**src/rtl/pc_fetch_ctrl.sv**
```systemverilog
// Fetch-stage sequencer for the 16-bit WISC core: owns the PC, drives a
// variable-latency instruction port, loads IF/ID and absorbs decode stalls in a skid.
module pc_fetch_ctrl #(
  parameter logic [15:0] RESET_PC = 16'h0000,
  parameter logic [3:0]  HALT_OP  = 4'hF
) (
  input  logic        clk,
  input  logic        rst,
  output logic        imem_req,
  output logic [15:0] imem_addr,
  input  logic        imem_rdy,
  input  logic [15:0] imem_data,
  input  logic        id_stall,
  input  logic        br_taken,
  input  logic [15:0] br_target,
  output logic        if_valid,
  output logic [15:0] if_instr,
  output logic [15:0] if_pc,
  output logic [15:0] if_pc_plus2,
  output logic [15:0] pc,
  output logic        halted
);

  typedef enum logic [1:0] {
    S_IDLE,
    S_FETCH,
    S_DRAIN,
    S_HALTED
  } state_e;

  state_e      state_q, state_d;
  logic [15:0] pc_q, pc_d;
  logic [15:0] addr_q, addr_d;
  logic        req_q, req_d;
  logic        halted_q, halted_d;

  logic        ifv_q, ifv_d;
  logic [15:0] ifi_q, ifi_d;
  logic [15:0] ifp_q, ifp_d;
  logic [15:0] ifp2_q, ifp2_d;

  logic        skv_q, skv_d;
  logic [15:0] ski_q, ski_d;
  logic [15:0] skp_q, skp_d;

  logic resp;
  logic pending;
  logic resp_halt;

  // Only a FETCH-state completion is a usable instruction; DRAIN completions are wrong-path.
  assign resp      = (state_q == S_FETCH) && req_q && imem_rdy;
  assign pending   = req_q && !imem_rdy;
  assign resp_halt = (imem_data[15:12] == HALT_OP);

  always_comb begin
    // NOTE: every _d starts as its _q so no path through the branches below can infer a latch.
    state_d  = state_q;
    pc_d     = pc_q;
    halted_d = halted_q;
    ifv_d    = ifv_q;
    ifi_d    = ifi_q;
    ifp_d    = ifp_q;
    ifp2_d   = ifp2_q;
    skv_d    = skv_q;
    ski_d    = ski_q;
    skp_d    = skp_q;

    if (state_q == S_IDLE) begin
      state_d = S_FETCH;
    end else if (br_taken) begin
      // A flush beats stalls and any same-cycle response, including a HALT.
      ifv_d    = 1'b0;
      skv_d    = 1'b0;
      pc_d     = br_target;
      halted_d = 1'b0;
      state_d  = pending ? S_DRAIN : S_FETCH;
    end else begin
      if (!id_stall) begin
        if (skv_q) begin
          ifv_d  = 1'b1;
          ifi_d  = ski_q;
          ifp_d  = skp_q;
          ifp2_d = skp_q + 16'd2;
          skv_d  = 1'b0;
        end else if (resp) begin
          ifv_d  = 1'b1;
          ifi_d  = imem_data;
          ifp_d  = addr_q;
          ifp2_d = addr_q + 16'd2;
        end else begin
          ifv_d = 1'b0;
        end
      end else if (resp) begin
        // Request is held low while the skid is full, so this never overwrites it.
        skv_d = 1'b1;
        ski_d = imem_data;
        skp_d = addr_q;
      end

      case (state_q)
        S_FETCH: begin
          if (resp) begin
            if (resp_halt) begin
              state_d  = S_HALTED;
              halted_d = 1'b1;
              pc_d     = addr_q;
            end else begin
              pc_d = addr_q + 16'd2;
            end
          end
        end
        S_DRAIN: begin
          if (imem_rdy) state_d = S_FETCH;
        end
        default: ;
      endcase
    end

    req_d  = ((state_d == S_FETCH) && !skv_d) || (state_d == S_DRAIN);
    // The address follows pc until a request is in flight, then freezes until it completes.
    addr_d = pending ? addr_q : pc_d;
  end

  // NOTE: sequential state uses non-blocking assignments only, so every flop samples pre-edge values.
  always_ff @(posedge clk or negedge rst) begin
    if (!rst) begin
      state_q  <= S_IDLE;
      pc_q     <= RESET_PC;
      addr_q   <= RESET_PC;
      req_q    <= 1'b0;
      halted_q <= 1'b0;
      ifv_q    <= 1'b0;
      ifi_q    <= 16'h0000;
      ifp_q    <= 16'h0000;
      ifp2_q   <= 16'h0000;
      skv_q    <= 1'b0;
      ski_q    <= 16'h0000;
      skp_q    <= 16'h0000;
    end else begin
      state_q  <= state_d;
      pc_q     <= pc_d;
      addr_q   <= addr_d;
      req_q    <= req_d;
      halted_q <= halted_d;
      ifv_q    <= ifv_d;
      ifi_q    <= ifi_d;
      ifp_q    <= ifp_d;
      ifp2_q   <= ifp2_d;
      skv_q    <= skv_d;
      ski_q    <= ski_d;
      skp_q    <= skp_d;
    end
  end

  assign imem_req    = req_q;
  assign imem_addr   = addr_q;
  assign if_valid    = ifv_q;
  assign if_instr    = ifi_q;
  assign if_pc       = ifp_q;
  assign if_pc_plus2 = ifp2_q;
  assign pc          = pc_q;
  assign halted      = halted_q;

endmodule
```
**config.mk**
```make
export PLATFORM = sky130hd
export DESIGN_NAME = pc_fetch_ctrl
export DESIGN_NICKNAME = d
export VERILOG_FILES = /design/src/rtl/pc_fetch_ctrl.sv
export SDC_FILE = /design/constraint.sdc
export NUM_CORES = 1
export LEC_CHECK = 0
export BUFFER_PORTS_ARGS = -buffer_cell sky130_fd_sc_hd__buf_2
export CORE_UTILIZATION = 30
export DETAILED_ROUTE_END_ITERATION = 12
export SYNTH_ARGS = -nofsm -noshare
export SYNTH_HDL_FRONTEND = slang
export SYNTH_SLANG_ARGS = --single-unit
```
**constraint.sdc**
```tcl
create_clock -name clk -period 2.7 [get_ports clk]
set_input_delay 0.405 -clock clk [delete_from_list [all_inputs] [get_ports clk]]
set_output_delay 0.405 -clock clk [all_outputs]
set_load 0.01 [all_outputs]
```
==> metrics.csv <==
metric,value,unit
normalized max-slew margin,0.487,
# hold bufs at CTS,0,
Mapped Cells,589,
CP Class,flip-flop to flip-flop,
crit-path max FO,7,
mean post-synth cell area,10.0,µm²
CTS tree,done,
unique cell type count in the Yosys netlist,50,
vias in the first global route,4786,
CP cell instances,inv_1 -> ha_1 -> and3_1 -> buf_4 -> nand2_1 -> o32a_1 -> nor2_1 -> o31ai_1,
Die ar.,20200,µm²
drt first pass iters,5,
final-stage net count,736,
crit path DAT,2.49,ns
Die Width,142,µm
Die H,142,µm
largest net degree at the start of global routing,64,
crit path max-delay cell type,dfrtp_1,
Hold Crit Class,primary input to async pin,
area grow syn2layout,25.5,%
Hold Fails Final Rpt,0,
Post-Route Skew,0.0105,ns
Finish-stage setup viols,0,
register area,2930,µm²
routed len/inst,17.2,µm
"commonest non-fill, non-tap cell in the layout",buf_2,
Max Freq,450,MHz
nature of the critical path endpoint,flip-flop,
"EDFF count, synth",0,
Worst Setup Start Kind,flip-flop,
GR Overflow Total,0,
Ports,120,
worst hold slack,0.00287,ns
cell total after placement,935,
placement row count,50,
crit-path max cell delay,0.39,ns
top_reg_cell synth,dfrtp_1,
routed via count,4827,
Worst-Margin Slew,0.768,ns
# diodes,0,
vias per cell,4.99,
HPWL after detailed placement,11900,µm
worst r2r src,state_q[1]$_DFF_PN0_,
antenna violations before repair,0,
Leak,0.00333,µW
first-pass GRT wire length,26600,µm
Post-DRT Antenna Nets,0,
most frequent cells in the layout,"buf_2 (118), dfrtp_1 (116), nand2_1 (74), o21ai_0 (69), mux2i_1 (40)",
routed wire length,16700,µm
TritonCTS buffer count,17,
"flops & latches, synth",117,
CTS sink cnt,117,
RSZ-0062 raised after global routing,false,
Max VDD drop,0.579,mV
Initial Utilization,0.310,
Root Driver,clkbuf_16,
post-CTS setup repair buffer count,0,
post-synthesis sequential area ratio,0.496,
Final min period,2.22,ns
setup TNS,0,ns
WP buf/inv,2,
share of cells above drive strength 1,0.290,
post-CTS sizing,0,
family with the most delay on the worst path,simple AND/OR/NAND/NOR gates,
Port Buf Inserts,119,
Post-Syn Area,5900,µm²
"Slew Viols, Final",0,
multi-input logic area,2740,µm²
total power,9380,µW
ys async rst share,1.00,
fillers,1923,
H-tree depth,4,
DRT iter0 DRCs,362,
Power Density,1270,nW/µm²
Tot GR Track Use,0.175,
clk slew on worst S/H paths,0.06,ns
syn nets,631,
"Req. time, crit path",2.96,ns
deepest clock path buffer count,2,
DRC viols,0,
max-capacitance violation count,0,
CP startpoint,state_q[1]$_DFF_PN0_,
Syn. warnings,0,
Final Cycle Share,0.824,
Place WS,0.533,ns
Worst-Skew Late Latency,0.42,ns
"non-filler cells, final",967,
RD Place Congestion,0.819,
final worst slack,0.475,ns
core area,19000,µm²
status,"finished, final reports clean",
==> flip-flops by register name, summed over array words and instances (netlist names) <==
| name | flops |
|---|---|
| skp_q | 16 |
| if_instr | 16 |
| pc | 16 |
| imem_req | 1 |
| if_valid | 1 |
| if_pc_plus2 | 15 |
| state_q | 2 |
| skv_q | 1 |
| imem_addr | 16 |
| ski_q | 16 |
| if_pc | 16 |
| halted | 1 |
==> per-layer routing <==
metal,global-route usage,part of all wire,up-vias,wire (µm)
li1,-,-,2312,-
met1,0.229,0.45,2358,7500
met2,0.274,0.48,136,7960
met3,0.0491,0.055,21,917
met4,0.0645,0.018,0,293
met5,0,0,-,0
==> cells in the mapped netlist, types with 2 or more instances <==
cell,number,area [µm²]
mux2_2,36,405
clkbuf_1,33,124
nor2_1,28,105
o21ai_0,69,345
and3_1,3,18.8
a21oi_1,16,80.1
nand2b_1,2,12.5
nor2b_1,2,12.5
a21boi_0,4,30.0
mux2i_1,40,400
a22oi_1,7,52.6
dfrtp_1,117,2930
nor3_1,11,55.1
o31ai_1,5,37.5
a22o_1,2,17.5
xor2_1,18,158
nand3_1,11,55.1
o21ai_1,5,25.0
buf_1,4,15.0
inv_1,8,30.0
o2111ai_1,3,26.3
o22ai_1,6,37.5
a31oi_1,6,37.5
a211oi_1,2,15.0
o21a_1,3,22.5
ha_1,5,62.6
buf_2,11,55.1
xnor2_1,15,131
nor3b_1,5,37.5
nand2_1,74,278
nand4_1,8,50.1
nor4_1,10,62.6
a221o_1,3,30.0
==> path summary, 6_finish.rpt <==
kind,endpoint,slack (ns),depth (start not counted)
hold / removal,imem_addr[10]$_DFFE_PN0N_,0.003,1
min in group clk,ski_q[0]$_DFFE_PN0P_,0.23,2
setup reg to reg,imem_addr[3]$_DFFE_PN0N_,0.48,8
hold reg to reg,if_pc_plus2[5]$_DFFE_PN0P_,0.47,2
max in group asynchronous,ski_q[9]$_DFFE_PN0P_,1.94,2
setup / recovery,imem_addr[3]$_DFFE_PN0N_,0.48,8
==> through the flow <==
step	util	instance area, µm²
after floorplan	-	5900
after global placement	0.357	6800
after detailed placement	0.357	6800
after CTS	0.389	7400
after global routing	0.389	7400
final	0.389	7400
==> final cells by class <==
type | instances | area share
flip-flops and latches | 117 | 0.396
clock buffers | 22 | 0.0613
multi-input cells | 413 | 0.371
clock inverters | 10 | 0.0210
repair buffers | 136 | 0.103
well taps | 260 | 0.0439
inverters | 9 | 0.00456
==> where the power goes <==
group | leakage, µW | switching, µW | total, µW | internal, µW
Clock | 0.000294 | 798 | 2360 | 1560
Sequential | 0.00144 | 869 | 3450 | 2580
Combinational | 0.00159 | 1980 | 3570 | 1600
==> cell families after synthesis <==
logic type | count (synthesis) | share of synthesized area
muxes | 77 | 0.138
xor gates and xnor gates | 33 | 0.0490
adders and majority gates | 5 | 0.0106
DFF | 117 | 0.496
and+or+nand+nor | 158 | 0.122
buffers and inverters | 59 | 0.0407
AOI/OAI and AO/OA | 140 | 0.143
Power figures use the tool's default switching activity.
